File: src/rtl/cordic_trig_mc.sv
// cordic_trig_mc: multi-cycle iterative CORDIC cos/sin of a float32 angle.
// One shift/add datapath is reused for ITER rotation steps.
module cordic_trig_mc #(
    parameter int W    = 32,
    parameter int ITER = 24
) (
    input  logic        clk,
    input  logic        reset_n,
    input  logic        clk_en,
    input  logic        start,
    input  logic        n,
    input  logic [31:0] dataa,
    output logic [31:0] result,
    output logic        done,
    output logic        busy,
    output logic        range_err
);

    localparam int IW = $clog2(ITER);
    localparam int PW = $clog2(W);
    localparam logic [127:0] K_WIDE =
        ((128'd6072529350 << (W - 2)) + 128'd5000000000) / 128'd10000000000;
    localparam logic signed [W-1:0] K = K_WIDE[W-1:0];
    localparam logic [63:0] ONE = 64'h1000_0000_0000_0000;

    // atan(1/q) as an alternating series in Q.60; sh>0 means q = 2^(sh/2)
    function automatic logic [63:0] series(
        input logic [63:0] t0, input logic [63:0] q2, input int sh);
        logic [63:0] t;
        logic [63:0] s;
        t = t0;
        s = '0;
        for (int k = 0; k < 64; k++) begin
            if (k[0]) s = s - t / 64'(2 * k + 1);
            else      s = s + t / 64'(2 * k + 1);
            if (sh > 0) t = t >> sh;
            else        t = t / q2;
        end
        return s;
    endfunction

    function automatic logic [W-1:0] atan_q(input int i);
        logic [63:0] f;
        if (i == 0)
            f = 4 * series(ONE / 5, 64'd25, 0) - series(ONE / 239, 64'd57121, 0);
        else
            f = series(ONE >> i, 64'd0, 2 * i);
        return W'(f >> (60 - (W - 2)));
    endfunction

    typedef enum logic [2:0] {
        S_IDLE, S_CONV, S_ITER, S_NORM, S_DONE
    } state_t;

    state_t state;

    logic [W-1:0] atan_tab [2**IW];
    for (genvar g = 0; g < 2**IW; g++) begin : g_atan
        localparam logic [W-1:0] A = (g < ITER) ? atan_q(g) : '0;
        assign atan_tab[g] = A;
    end

    logic                n_q, sgn_q, err_q;
    logic [7:0]          e_q;
    logic [22:0]         m_q;
    logic signed [W-1:0] x, y, z;
    logic [IW-1:0]       i;
    logic [31:0]         fp_q;

    logic                err_c;
    logic [7:0]          sh;
    logic [8:0]          amt;
    logic [W+23:0]       al;
    logic signed [W-1:0] z0;

    always_comb begin
        err_c = (e_q > 8'd127) || (e_q == 8'd127 && m_q != '0);
        sh    = 8'd127 - e_q;
        amt   = 9'd23 + {1'b0, sh};
        al    = (W + 24)'({1'b1, m_q}) << (W - 2);
        z0    = W'(al >> amt);
        if (e_q == 8'd0 || {1'b0, sh} >= 9'(W))
            z0 = '0;
    end

    logic signed [W-1:0] xs, ys;
    logic                d;

    always_comb begin
        xs = x >>> i;
        ys = y >>> i;
        d  = ~z[W-1];
    end

    logic signed [W-1:0] v;
    logic [PW-1:0]       p;
    logic [PW-1:0]       lsh;
    logic [W-1:0]        nrm;
    logic [W+22:0]       wide;
    logic [7:0]          expo;
    logic [31:0]         fp_c;

    // Leading-one normalise of the clamped CORDIC output into float32
    always_comb begin
        v = n_q ? y : x;
        if (v[W-1])
            v = '0;
        p = '0;
        for (int k = 0; k < W; k++)
            if (v[k]) p = PW'(k);
        lsh  = PW'(W - 1) - p;
        nrm  = v << lsh;
        wide = {nrm, 23'b0};
        expo = 8'(127 - (W - 2)) + 8'(p);
        if (err_q)
            fp_c = 32'h7FC0_0000;
        else if (v == '0)
            fp_c = '0;
        else
            fp_c = {n_q & sgn_q, expo, wide[W+21 -: 23]};
    end

    assign busy = (state != S_IDLE);

    always_ff @(posedge clk or negedge reset_n) begin
        if (!reset_n) begin
            state     <= S_IDLE;
            result    <= '0;
            done      <= 1'b0;
            range_err <= 1'b0;
            n_q       <= 1'b0;
            sgn_q     <= 1'b0;
            err_q     <= 1'b0;
            e_q       <= '0;
            m_q       <= '0;
            x         <= '0;
            y         <= '0;
            z         <= '0;
            i         <= '0;
            fp_q      <= '0;
        end else if (clk_en) begin
            done <= 1'b0;
            unique case (state)
                S_IDLE: begin
                    if (start) begin
                        n_q   <= n;
                        sgn_q <= dataa[31];
                        e_q   <= dataa[30:23];
                        m_q   <= dataa[22:0];
                        state <= S_CONV;
                    end
                end
                S_CONV: begin
                    err_q <= err_c;
                    x     <= K;
                    y     <= '0;
                    z     <= z0;
                    i     <= '0;
                    state <= err_c ? S_NORM : S_ITER;
                end
                S_ITER: begin
                    if (d) begin
                        x <= x - ys;
                        y <= y + xs;
                        z <= z - $signed(atan_tab[i]);
                    end else begin
                        x <= x + ys;
                        y <= y - xs;
                        z <= z + $signed(atan_tab[i]);
                    end
                    i <= i + 1'b1;
                    if (i == IW'(ITER - 1))
                        state <= S_NORM;
                end
                S_NORM: begin
                    fp_q  <= fp_c;
                    state <= S_DONE;
                end
                S_DONE: begin
                    result    <= fp_q;
                    done      <= 1'b1;
                    range_err <= err_q;
                    state     <= S_IDLE;
                end
                default: state <= S_IDLE;
            endcase
        end
    end

endmodule

File: config.mk
export PLATFORM = sky130hd
export DESIGN_NAME = cordic_trig_mc
export DESIGN_NICKNAME = d
export VERILOG_FILES = /design/src/rtl/cordic_trig_mc.sv
export SDC_FILE = /design/constraint.sdc
export NUM_CORES = 1
export LEC_CHECK = 0
export BUFFER_PORTS_ARGS = -buffer_cell sky130_fd_sc_hd__clkbuf_2
export CAP_MARGIN = 0
export CORE_ASPECT_RATIO = 0.5
export CORE_MARGIN = 2
export CORE_UTILIZATION = 48
export CTS_BUF_LIST = sky130_fd_sc_hd__clkbuf_4 sky130_fd_sc_hd__clkbuf_8 sky130_fd_sc_hd__clkbuf_16
export CTS_CLUSTER_DIAMETER = 150
export CTS_CLUSTER_SIZE = 10
export DETAILED_ROUTE_END_ITERATION = 8
export SYNTH_ARGS = -nofsm -noshare
export SYNTH_HDL_FRONTEND = slang
export SYNTH_SLANG_ARGS = --single-unit
File: constraint.sdc
create_clock -name clk -period 8.05 [get_ports clk]
set_clock_uncertainty 0.2 [all_clocks]
set_input_delay 0 -clock clk [delete_from_list [all_inputs] [get_ports clk]]
set_output_delay 0 -clock clk [all_outputs]
set_load 0.01 [all_outputs]
==> flow_summary.ini <==
[run_status]
status = finished clean

[synth]
synth-simple-area-share_pct = 18.2
async_flop_share_pct = 100
synth_enable_flop_cells = 0
synthMuxAreaShare_pct = 19.0
synth_nets = 2911
ys_seq_elements = 204
yosysUniqueCellTypes = 99
syn_area_um2 = 23500
synth_xor_area_share_pct = 6.26
syn_area_per_cell_um2 = 8.50
synth_top_family_by_area = compound AO/OA/AOI/OAI gates
synth-main-ff-cell = dfrtp_1
synth_cells = 2765
ys_seq_area_share_pct = 21.7
synthAdderAreaFrac_pct = 5.90
yosysWarnings = 0
synth_compound_area_share_pct = 23.9

[worst_setup_path]
arrival_ns = 7.55
crit_path_top_delay_cell = dfrtp_4
critPathKind = reg -> reg
rr_endpoint = x[28]
max_stage_delay_ns = 1.01
r2r_cells = 23
path_cells = buf_4, mux2i_1, mux4_2, mux2_2, nor2_1, a31oi_1, ha_1, nor3b_1, nand2_1, nor2_1, nor2_1, xnor2_1, ha_1, a21o_1, a2111oi_0, a21boi_0, o31ai_1, a31oi_1, o21ai_0, a2111o_1, a31oi_1, xor2_1, o21ai_0
rr_startpoint = i[1]
r2r_slack_ns = 0.74
path_max_fanout = 63
cp.required_ns = 8.29
crit_path_end_kind = flip-flop
cp-start-kind = flip-flop

[global_route]
grtUsageTotal_pct = 31.8
antenna_found_initial = 9
grt_max_degree = 89
grt_pass1_vias = 21000
overflow = 0
grt_pass1_wl_mm = 127

[timing]
fmax_ghz = 0.137
tightest_slew_ns = 1.12
hold_viol = 0
period_needed_ns = 7.31
maxSlewViolCount = 0
relSlewSlack_pct = 24.1
rsz0062_at_grt = false
period_share_pct = 90.9
setup_viol = 0
tns_ns = 0

[worst_hold_path]
hold_class = in -> reg
holdPathStages = 3
min_from = dataa[28]
min_to = e_q[5]

[floorplanning]
initial_core_util_pct = 48.5
rows = 57
coreArea_um2 = 48400
die_h_um = 160
fp.dieW_um = 317
io_pins = 72
die-area_um2 = 50800

[drt]
wire_per_inst_um = 23.9
wirelength_mm = 81.8
vias_per_cell = 6.61
route.vias.total = 22600
dr.pass1.iters = 6
drc_errors = 0
drt_iter0_drc = 3073
drtAntennaViolNets = 0

[cells_and_area]
syn2layout_area_growth_pct = 7.74
fin_nets = 2911
final_layout_size_suffix_gt1_share_pct = 14.9
mostFrequentLayoutCells = nand2_1, nor2_1, dfrtp_1, a21oi_1, o21ai_0
final_common_cell = nand2_1

[cts]
cts_tree = built
path_clk_slew_ns = 0.08
root_buffer = clkbuf_16
cts_max_level = 1
insertion_delay_ns = 0.58
cts_sinks = 204
cts_buffer_depth = 3
postCtsSetupBuffers = 0
numCtsBuffers = 24

[placement]
dp_hpwl_mm = 59.2
routabilityCongestion = 1.00
io_buffer_count = 71

[job]
max-cap-violations = 0
## critical path: cells and delay by family (launching register included)
kind,cells,cell delay [ns]
simple gates,5,0.79
fa+ha+maj,2,0.57
flops,1,1.01
mux,3,0.66
compound gates,10,3.10
xor+xnor,2,0.31
buf+inv,1,0.53
## how the worst max path moves through the flow
| stage | slack (ns) | from | endpoint | cells past startpoint |
|---|---|---|---|---|
| finish | 0.74 | i[1] | x[28] | 23 |
| global route | 0.15 | i[1] | x[28] | 23 |
| CTS | 0.90 | i[1] | x[28] | 23 |
| detailed placement | 0.93 | i[1] | x[28] | 23 |
| global placement | 1.21 | i[1] | z[28] | 19 |
| floorplan | 1.70 | i[4] | x[28] | 26 |
## kinds of logic (layout without fill, tap and decap cells)
family | after synthesis | after routing
xor gates and xnor gates | 168 | 168
buffers and inverters | 249 | 254
adders and majority gates | 109 | 109
muxes | 313 | 313
other | 0 | 4
AOI/OAI and AO/OA | 843 | 843
and+or+nand+nor | 879 | 879
DFF | 204 | 204
## metrics by stage
stage / setup slack (ns) / util, % / std cells / hold WS (ns) / instance area [µm²]
2_1_floorplan: 1.70 / - / 2765 / -0.496 / 23500
3_3_place_gp: 1.21 / 49.8 / 3339 / -0.130 / 24100
3_5_place_dp: 0.933 / 49.8 / 3339 / -0.130 / 24100
4_1_cts: 0.899 / 52.2 / 3419 / 0.00111 / 25300
5_1_grt: 0.149 / 52.2 / 3419 / 0.0217 / 25300
6_report: 0.736 / 52.3 / 3423 / 0.0172 / 25300
## Yosys cell counts (10+ instances only)
cell type  count  area, µm²
nand2b_1      28        175
nor2b_1       25        156
o21a_1        29        218
or3_1         17        106
nand2_1      276       1040
nor4_1        18        113
nor3_1        41        205
o31ai_1       10       75.1
o211ai_1      47        353
a211oi_1      21        158
o2111ai_1     17        149
o221ai_1      19        166
nand3b_1      15        113
nand3_1       61        305
o21bai_1      15        113
buf_2         39        195
buf_1         27        101
a31oi_1       52        325
and3b_1       15        131
xnor2_1      105        920
mux2_2       111       1250
mux4_2        73       1640
a21o_1        53        398
xor2_1        63        552
inv_1         44        165
a22oi_1       31        233
and2_1        24        150
nand4_1       11       68.8
clkbuf_1     104        390
o21ai_0      181        906
or2_2         19        119
a221oi_1      16        140
nor2_1       243        912
nor3b_1       28        210
a21oi_1      191        956
a22o_1        13        114
mux2i_1      111       1110
dfrtp_1      204       5100
ha_1         106       1330
o22ai_1       22        138
mux4_1        17        447
buf_4         17        128
and3_1        26        163
## sequential cells by signal, summed over array words and instances (netlist names)
signal,flops
done,1
e_q,8
err_q,1
fp_q,32
i,5
m_q,23
n_q,1
range_err,1
result,32
sgn_q,1
state,3
x,32
y,32
z,32
## layer usage
metal	wire (µm)	GRT usage (%)	part of all wire [%]	vias up
met3	7740	6.84	9.5	205
met1	36600	45.8	45	10900
li1	-	-	-	10400
met5	11	0	0.013	-
met2	34800	47.5	43	1103
met4	2660	9.56	3.3	2
## final cells by class
class                   count  area (µm²)
diodes                      4        10.0
clock buffers              30         663
clock inverters             1        8.76
fillers                  4636       23100
inverters                  50         188
multi-input cells        2312       17200
flip-flops and latches    204        5120
well taps                 649         812
repair buffers            173        1270
## timing repair
action,CTS,global route
hold buffers,49,0
gates resized for setup,0,0
endpoints found under the hold margin,135,0
Power is left out: the tool's default activity adds up to more than one toggle a clock period on the data nets, which glitch-free logic cannot reach.
